`src/rtl/apb_slave_mem.sv`:
```
// APB3 word-addressed RAM slave with programmable wait states, PSLVERR on out-of-range access.
// Optional byte strobes: define APB_SLV_PSTRB_EN to add the i_pstrb port.
module apb_slave_mem #(
    parameter int unsigned ADDR_W   = 8,
    parameter int unsigned DATA_W   = 32,
    parameter int unsigned DEPTH    = 64,
    parameter int unsigned WAIT_CYC = 0
) (
    input  logic                  i_pclk,
    input  logic                  i_preset,
    input  logic                  i_psel,
    input  logic                  i_penable,
    input  logic                  i_pwrite,
    input  logic [ADDR_W-1:0]     i_paddr,
    input  logic [DATA_W-1:0]     i_pwdata,
`ifdef APB_SLV_PSTRB_EN
    input  logic [DATA_W/8-1:0]   i_pstrb,
`endif
    output logic [DATA_W-1:0]     o_prdata,
    output logic                  o_pready,
    output logic                  o_pslverr
);
    localparam int unsigned NBYTES    = DATA_W / 8;
    localparam int unsigned OFF_W     = $clog2(NBYTES);
    localparam int unsigned IDX_W     = ADDR_W - OFF_W;
    localparam int unsigned MEM_AW    = (DEPTH > 1) ? $clog2(DEPTH) : 1;
    localparam logic [3:0]  WAIT_LAST = 4'(WAIT_CYC);

    typedef enum logic {StIdle, StAccess} state_e;

    state_e              r_state, w_state_d;
    logic [3:0]          r_cnt;
    logic [MEM_AW-1:0]   r_addr;
    logic                r_write;
    logic                r_err;
    logic [DATA_W-1:0]   r_rdata;
    logic [DATA_W-1:0]   r_mem [DEPTH];

    logic [IDX_W-1:0]    w_idx;
    logic                w_oor;
    logic                w_setup;
    logic                w_done;
    logic                w_wr_en;
    logic [NBYTES-1:0]   w_be;
    logic                w_unused_addr;

    assign w_idx         = i_paddr[ADDR_W-1:OFF_W];
    assign w_oor         = (32'(w_idx) >= DEPTH);
    assign w_unused_addr = ^i_paddr;
    assign w_setup       = (r_state == StIdle) && i_psel && !i_penable;
    assign w_done        = (r_state == StAccess) && i_psel && i_penable && o_pready;
    // Reset on the completion edge wins: the pending write is dropped.
    assign w_wr_en       = w_done && r_write && !r_err && !i_preset;

`ifdef APB_SLV_PSTRB_EN
    assign w_be = i_pstrb;
`else
    assign w_be = '1;
`endif

    assign o_pready  = (r_state == StAccess) && (r_cnt == WAIT_LAST);
    assign o_pslverr = o_pready && r_err;
    assign o_prdata  = (o_pready && !r_err) ? r_rdata : '0;

    always_comb begin
        w_state_d = r_state;
        unique case (r_state)
            StIdle:   if (w_setup) w_state_d = StAccess;
            StAccess: if (!i_psel || w_done) w_state_d = StIdle;
        endcase
    end

    always_ff @(posedge i_pclk) begin
        if (i_preset) begin
            r_state <= StIdle;
            r_cnt   <= '0;
            r_addr  <= '0;
            r_write <= 1'b0;
            r_err   <= 1'b0;
            r_rdata <= '0;
        end else begin
            r_state <= w_state_d;
            if (w_setup) begin
                r_cnt   <= '0;
                r_addr  <= w_idx[MEM_AW-1:0];
                r_write <= i_pwrite;
                r_err   <= w_oor;
                r_rdata <= w_oor ? '0 : r_mem[w_idx[MEM_AW-1:0]];
            end else if (r_state == StAccess && r_cnt != WAIT_LAST) begin
                r_cnt <= r_cnt + 4'd1;
            end
        end
    end

    // RAM contents are deliberately left out of reset.
    always_ff @(posedge i_pclk) begin
        if (w_wr_en) begin
            for (int b = 0; b < NBYTES; b++) begin
                if (w_be[b]) r_mem[r_addr][8*b +: 8] <= i_pwdata[8*b +: 8];
            end
        end
    end

endmodule
```
`config.mk`:
```
export PLATFORM = sky130hd
export DESIGN_NAME = apb_slave_mem
export DESIGN_NICKNAME = d
export VERILOG_FILES = /design/src/rtl/apb_slave_mem.sv
export SDC_FILE = /design/constraint.sdc
export NUM_CORES = 2
export LEC_CHECK = 0
export BUFFER_PORTS_ARGS = -buffer_cell sky130_fd_sc_hd__buf_4
export CAP_MARGIN = 5
export CORE_MARGIN = 5
export CORE_UTILIZATION = 43
export DETAILED_ROUTE_END_ITERATION = 8
export PLACE_DENSITY_LB_ADDON = 0.08
export SETUP_SLACK_MARGIN = 0.15
export SLEW_MARGIN = 20
export SYNTH_ARGS = -nofsm -noshare
export SYNTH_HDL_FRONTEND = slang
export SYNTH_SLANG_ARGS = --single-unit
```
`constraint.sdc`:
```
create_clock -name i_pclk -period 3.85 [get_ports i_pclk]
set_input_delay 0.1925 -clock i_pclk [delete_from_list [all_inputs] [get_ports i_pclk]]
set_output_delay 0.1925 -clock i_pclk [all_outputs]
set_load 0.005 [all_outputs]
```
* After elaboration in Yosys (flattened, before gate mapping)
Memory sizes are Yosys's and may differ from the RTL's. A register that Yosys moved wholly into a read port is not among the register bits.
Cells that the tools add are included.
** Word-level totals
- Bits in registers :: 12
- Output and inout port bits :: 34
- Memory bits (writable) :: 2048
- Memories :: 1
- Logic and storage cells :: 29
- Bits of input ports :: 45
** Memories
- r_mem :: words 64, width 32, rd ports 1, clocked after memory_dff 1, wr ports 1, line 37 : logic [DATA_W-1:0] r_mem [DEPTH];
** Cells by class
- $add $sub $neg :: 1
- Bitwise logic cells :: 1
- Reductions and logical operators :: 16
- Muxes and demuxes :: 6
** Operators by type and width (count)
- $mux W32 :: 1
- $logic_and A1 B1 Y1 :: 9
- $add A4 B1 Y4 const B :: 1
- $logic_not A4 Y1 :: 1
- $mux W1 :: 4
- $reduce_bool A4 Y1 :: 1
- $logic_not A1 Y1 :: 3
- $pmux W1 S2 :: 1
- $reduce_or A2 Y1 :: 1
- $logic_or A1 B1 Y1 :: 1
- $not A1 Y1 :: 1

* Logic depth before layout (Yosys ltp)
- Depth in word-level cells :: 7
- Depth in mapped cells :: 10
- Gate-level depth less buffers :: 7

* Worst setup path after synthesis
No wires, ideal clock.
- Path type :: flip-flop to flip-flop
- Start :: register r_cnt[0]
- End :: memory r_mem[63][10], enable pin
- Stages on the path, launching flop included :: 8
- Arrival :: 2.766 ns
- Buffers on the path :: 0
- Data required time :: 3.429 ns
- Clock period less this slack :: 3.187 ns
- Setup slack :: 0.663 ns
- Cell sequence :: dfxtp_1 > inv_1 > ha_1 > and4bb_2 > nand4_1 > nor2_1 > nand3_1 > nor2_1
** On the way
- Longest elaborated chain between the ends :: 7
** RTL lines
- start: declaration :: line 32 : logic [3:0] r_cnt;
- start signal: assignment :: line 90 : r_cnt <= r_cnt + 4'd1;
- $logic_not A4 Y1 :: line 61 : assign o_pready = (r_state == StAccess) && (r_cnt == WAIT_LAST);
- $logic_and A1 B1 Y1 :: line 61
- $logic_and A1 B1 Y1 :: line 51 : assign w_done = (r_state == StAccess) && i_psel && i_penable && o_pready;
- $logic_and A1 B1 Y1 (2 in series) :: line 53 : assign w_wr_en = w_done && r_write && !r_err && !i_preset;
- $mux W1 :: line 97 : if (w_wr_en) begin
- $mux W1 (implied by the code) :: line 99 : if (w_be[b]) r_mem[r_addr][8*b +: 8] <= i_pwdata[8*b +: 8];
- end: declaration :: line 37
Every way passes these cells.

* Worst setup path after layout
- Start :: register r_cnt[0]
- End :: memory r_mem[33][14], enable pin
Same word-level chain as after synthesis.

==> flow_summary.html <==
<table>
<tr><th>Metric</th><th>Value</th></tr>
<tr><th colspan="2">GRT</th></tr>
<tr><td>Vias in the first global route</td><td>39380</td></tr>
<tr><td>Pin count of the biggest net entering global routing</td><td>66</td></tr>
<tr><td>GR Util All Layers</td><td>0.2214</td></tr>
<tr><td>Number of antenna violations at the first check in global routing</td><td>12</td></tr>
<tr><td>GR Overflow Total</td><td>0</td></tr>
<tr><td>First-pass GRT wire length</td><td>307.2 mm</td></tr>
<tr><th colspan="2">STA</th></tr>
<tr><td>Hold slack</td><td>0.05983 ns</td></tr>
<tr><td>Final critical-path required period</td><td>3.082 ns</td></tr>
<tr><td>Final setup fails</td><td>0</td></tr>
<tr><td>Transition at the pin with the smallest max-transition slack</td><td>1.148 ns</td></tr>
<tr><td>Final worst clock skew</td><td>0.02711 ns</td></tr>
<tr><td>Final total negative setup slack</td><td>0 ns</td></tr>
<tr><td>Headroom to the max-slew limit</td><td>0.2321</td></tr>
<tr><td>Setup repair after global routing missed its margin</td><td>no</td></tr>
<tr><td>Maximum frequency from static timing analysis</td><td>324.5 MHz</td></tr>
<tr><td>Final hold violation count</td><td>0</td></tr>
<tr><td>Final count of pins violating max slew</td><td>0</td></tr>
<tr><td>Final cycle utilization of the critical path</td><td>0.8005</td></tr>
<tr><th colspan="2">Pwr</th></tr>
<tr><td>Power density of the placed cells</td><td>511.5 mW/mm^2</td></tr>
<tr><td>Worst supply voltage drop on vdd</td><td>0.3957 mV</td></tr>
<tr><td>Power share of the clock group</td><td>0.426</td></tr>
<tr><td>Reported leakage power</td><td>28.86 nW</td></tr>
<tr><td>Net switching share of the total power</td><td>0.2118</td></tr>
<tr><td>Relative contribution of sequential cells to total power</td><td>0.531</td></tr>
<tr><td>Combinational cell fraction of total power</td><td>0.043</td></tr>
<tr><td>Net Switching</td><td>10.00 mW</td></tr>
<tr><td>Internal power</td><td>37.21 mW</td></tr>
<tr><th colspan="2">Critical path</th></tr>
<tr><td>Critical path start-end classification</td><td>reg -&gt; reg</td></tr>
<tr><td>Startpoint type of the worst setup path</td><td>flop</td></tr>
<tr><td>R2r worst-path depth</td><td>8</td></tr>
<tr><td>Setup crit start</td><td>r_cnt[0]</td></tr>
<tr><td>Critical Path End Type</td><td>flop</td></tr>
<tr><td>Worst-path fanout max</td><td>32</td></tr>
<tr><td>Worst endpoint required time</td><td>4.32 ns</td></tr>
<tr><td>Reg-to-reg critical path startpoint</td><td>r_cnt[0]</td></tr>
<tr><td>Critical path data arrival time</td><td>3.55 ns</td></tr>
<tr><th colspan="2">Floorplanning</th></tr>
<tr><td>Die outline height</td><td>441.9 microns</td></tr>
<tr><td>Number of cell rows</td><td>158</td></tr>
<tr><td>Effective utilization at floorplan</td><td>0.4326</td></tr>
<tr><td>Width of the die</td><td>441.9 microns</td></tr>
<tr><td>Area of the core</td><td>0.1854 sq mm</td></tr>
<tr><td>Count of pins on the block boundary</td><td>79</td></tr>
<tr><td>Floorplan die area</td><td>0.1953 sq mm</td></tr>
<tr><th colspan="2">Worst hold path</th></tr>
<tr><td>Hold crit path type</td><td>in -&gt; reg</td></tr>
<tr><td>Hold Path Stages</td><td>4</td></tr>
<tr><td>Startpoint of the worst hold path</td><td>i_paddr[2]</td></tr>
<tr><th colspan="2">Layout</th></tr>
<tr><td>Leading cell types in the layout, fill and taps excluded</td><td>2048 x sky130_fd_sc_hd__edfxtp_1, 457 x sky130_fd_sc_hd__mux4_2, 248 x sky130_fd_sc_hd__buf_4, 219 x sky130_fd_sc_hd__clkbuf_16, 111 x sky130_fd_sc_hd__mux2i_1</td></tr>
<tr><td>Commonest non-fill, non-tap cell in the layout</td><td>sky130_fd_sc_hd__edfxtp_1</td></tr>
<tr><td>Growth of design area from synthesis to finish</td><td>15.06%</td></tr>
<tr><td>Fraction of final layout cells with drive strength greater than 1</td><td>0.2760</td></tr>
<tr><td>Fin nets</td><td>4071</td></tr>
<tr><th colspan="2">Logic synthesis</th></tr>
<tr><td>Flip-flop and latch count after synthesis</td><td>2092</td></tr>
<tr><td>Number of enable flip-flop cells after synthesis</td><td>2048</td></tr>
<tr><td>Post-Syn Nets</td><td>3744</td></tr>
<tr><td>Sequential-to-total area share from yosys stat</td><td>0.7777</td></tr>
<tr><td>Cell taking the most area after synthesis</td><td>sky130_fd_sc_hd__edfxtp_1</td></tr>
<tr><td>Post-synthesis area per instance</td><td>21.70 sq um</td></tr>
<tr><td>Dominant cells by area after synthesis</td><td>sky130_fd_sc_hd__edfxtp_1 77%, sky130_fd_sc_hd__mux4_2 13%, sky130_fd_sc_hd__mux2i_1 1.4%, sky130_fd_sc_hd__dfxtp_1 1.1%, sky130_fd_sc_hd__nor2_1 0.78%</td></tr>
<tr><td>Async S/R FF share, synth</td><td>0</td></tr>
<tr><td>Gate count after technology mapping</td><td>3697</td></tr>
<tr><td>Top cell type's share of synthesized area</td><td>0.7667</td></tr>
<tr><td>Synth Cell Area</td><td>0.08022 sq mm</td></tr>
<tr><td>Predominant post-synthesis flop cell</td><td>sky130_fd_sc_hd__edfxtp_1</td></tr>
<tr><td>Number of synthesis warnings</td><td>0</td></tr>
<tr><td>Synth cell types</td><td>60</td></tr>
<tr><th colspan="2">Clock tree</th></tr>
<tr><td>Clock latency reported for the late side of the worst-skew pair</td><td>0.85 ns</td></tr>
<tr><td>TritonCTS sink count</td><td>2092</td></tr>
<tr><td>Total CTS buffers</td><td>216</td></tr>
<tr><td>CTS tree</td><td>done</td></tr>
<tr><td>Post-CTS resize count</td><td>0</td></tr>
<tr><td>Maximum level of the CTS H-tree</td><td>4</td></tr>
<tr><td>Root cell of the clock tree</td><td>sky130_fd_sc_hd__clkbuf_16</td></tr>
<tr><td>Number of hold-repair buffers added at the cts stage</td><td>43</td></tr>
<tr><td>Clk pin slew, worst setup/hold paths</td><td>0.06 ns</td></tr>
<tr><td>Max Buffers Root-to-Sink</td><td>3</td></tr>
<tr><td>Buffers inserted by post-CTS timing repair</td><td>0</td></tr>
<tr><th colspan="2">Routing</th></tr>
<tr><td>Number of vias in the routed layout</td><td>39100</td></tr>
<tr><td>Vias per std cell</td><td>5.834</td></tr>
<tr><td>Post-detailed-route wirelength per cell</td><td>32.61 microns</td></tr>
<tr><td>DRT Wirelength</td><td>218.5 mm</td></tr>
<tr><td>Iteration-0 DRC count of the detailed router</td><td>4581</td></tr>
<tr><td>Final antenna-violating net count</td><td>0</td></tr>
<tr><td>Detailed-route DRC error count</td><td>0</td></tr>
<tr><td>First-pass detailed-route iteration total</td><td>5</td></tr>
<tr><th colspan="2">Outcome</th></tr>
<tr><td>Status</td><td>finished clean</td></tr>
<tr><th colspan="2">Placed design</th></tr>
<tr><td>Number of port buffers</td><td>75</td></tr>
<tr><td>Placed wire-length estimate</td><td>122.9 mm</td></tr>
<tr><td>Placer Congestion</td><td>0.7929</td></tr>
<tr><th colspan="2">Job</th></tr>
<tr><td>Max-cap violations</td><td>0</td></tr>
</table>
==> power by group through the flow <==
| stage | logic (mW) | clock network, mW | registers, mW |
|---|---|---|---|
| 4_1_cts | 2.05 | 20.6 | 25.1 |
| 3_3_place_gp | 1.99 | 0 | 25.5 |
| 5_1_grt | 2.16 | 21.6 | 25.0 |
| 2_1_floorplan | 1.10 | 0 | 25.5 |
| 6_report | 2.02 | 20.1 | 25.1 |
| 3_5_place_dp | 2.01 | 0 | 25.5 |
==> state kept, by name, indices dropped and copies added (netlist names) <==
signal and cells:
r_write 1, r_mem 2048, r_rdata 32, r_cnt 4
r_addr 6, r_state 1
==> Yosys cell counts, types with 26 or more instances <==
library cell / n
sky130_fd_sc_hd__mux4_2: 457
sky130_fd_sc_hd__and3_1: 28
sky130_fd_sc_hd__o22ai_1: 63
sky130_fd_sc_hd__o32ai_1: 27
sky130_fd_sc_hd__buf_2: 66
sky130_fd_sc_hd__o221ai_1: 27
sky130_fd_sc_hd__o22a_1: 27
sky130_fd_sc_hd__buf_6: 28
sky130_fd_sc_hd__dfxtp_1: 44
sky130_fd_sc_hd__a21oi_1: 42
sky130_fd_sc_hd__clkbuf_1: 58
sky130_fd_sc_hd__o2111a_1: 27
sky130_fd_sc_hd__nand2b_1: 26
sky130_fd_sc_hd__nor2_1: 166
sky130_fd_sc_hd__mux2_2: 28
sky130_fd_sc_hd__and2_1: 36
sky130_fd_sc_hd__nor4_1: 32
sky130_fd_sc_hd__buf_4: 43
sky130_fd_sc_hd__mux2i_1: 111
sky130_fd_sc_hd__a22oi_1: 66
sky130_fd_sc_hd__o21ai_0: 31
sky130_fd_sc_hd__edfxtp_1: 2048
sky130_fd_sc_hd__nand2_1: 90
==> per-layer routing <==
metal,up-vias,track usage,routed length [microns]
met2,1191,0.3321,99490
met3,265,0.03389,12870
met1,21410,0.3407,100400
li1,16240,-,-
met4,0,0.06009,5745
met5,-,0,0
==> logic make-up (layout without fill, tap and decap cells) <==
group / after synthesis / count (layout) / share of synthesized area
flip-flops: 2092 / 2092 / 0.7777
XOR/XNOR: 3 / 3 / 0.0003276
adder cells (fa/ha/maj): 2 / 2 / 0.0003119
multiplexers: 596 / 596 / 0.1461
buffers and inverters: 221 / 738 / 0.01694
AND/OR/NAND/NOR: 440 / 440 / 0.02692
other: 1 / 9 / 0.00004675
AO/OA/AOI/OAI: 342 / 342 / 0.03171
==> through the flow <==
step	total power [mW]	instance area, sq um	worst slack [ns]	utilization	cells
after floorplan	26.61	80220	0.6630	-	3697
after global placement	27.53	85010	0.8109	0.4584	6243
after detailed placement	27.55	85010	0.7903	0.4584	6243
after CTS	47.73	92270	0.8095	0.4976	6694
after global routing	48.76	92270	0.5686	0.4976	6694
final	47.21	92290	0.7681	0.4977	6702
==> worst max-delay path: stages (launching register included) <==
cell,delay [ns]
sky130_fd_sc_hd__dfxtp_1,0.32
sky130_fd_sc_hd__inv_1,0.09
sky130_fd_sc_hd__ha_1,0.17
sky130_fd_sc_hd__and4bb_2,0.25
sky130_fd_sc_hd__nand4_1,0.18
sky130_fd_sc_hd__nor2_1,0.25
sky130_fd_sc_hd__nand2_1,0.58
sky130_fd_sc_hd__nor2_4,0.22
sky130_fd_sc_hd__buf_4,0.59
==> layout make-up <==
class / instances / area (sq um)
fill: 15110 / 93140
sequential: 2092 / 62380
multi-input combinational: 1384 / 16980
clock buffer: 293 / 5888
tap: 2480 / 3103
timing repair buffer: 325 / 2952
clock inverter: 115 / 949.7
antenna: 8 / 20.02
inverter: 5 / 18.77
==> final timing paths <==
check	to	slack, ns
worst min-delay path	r_addr[0]	0.06
worst max register to register	r_mem[33][14]	0.77
worst min register to register	r_addr[0]	0.49
worst max-delay path	r_mem[33][14]	0.77
Note: power is estimated with default switching activity, not from simulation.
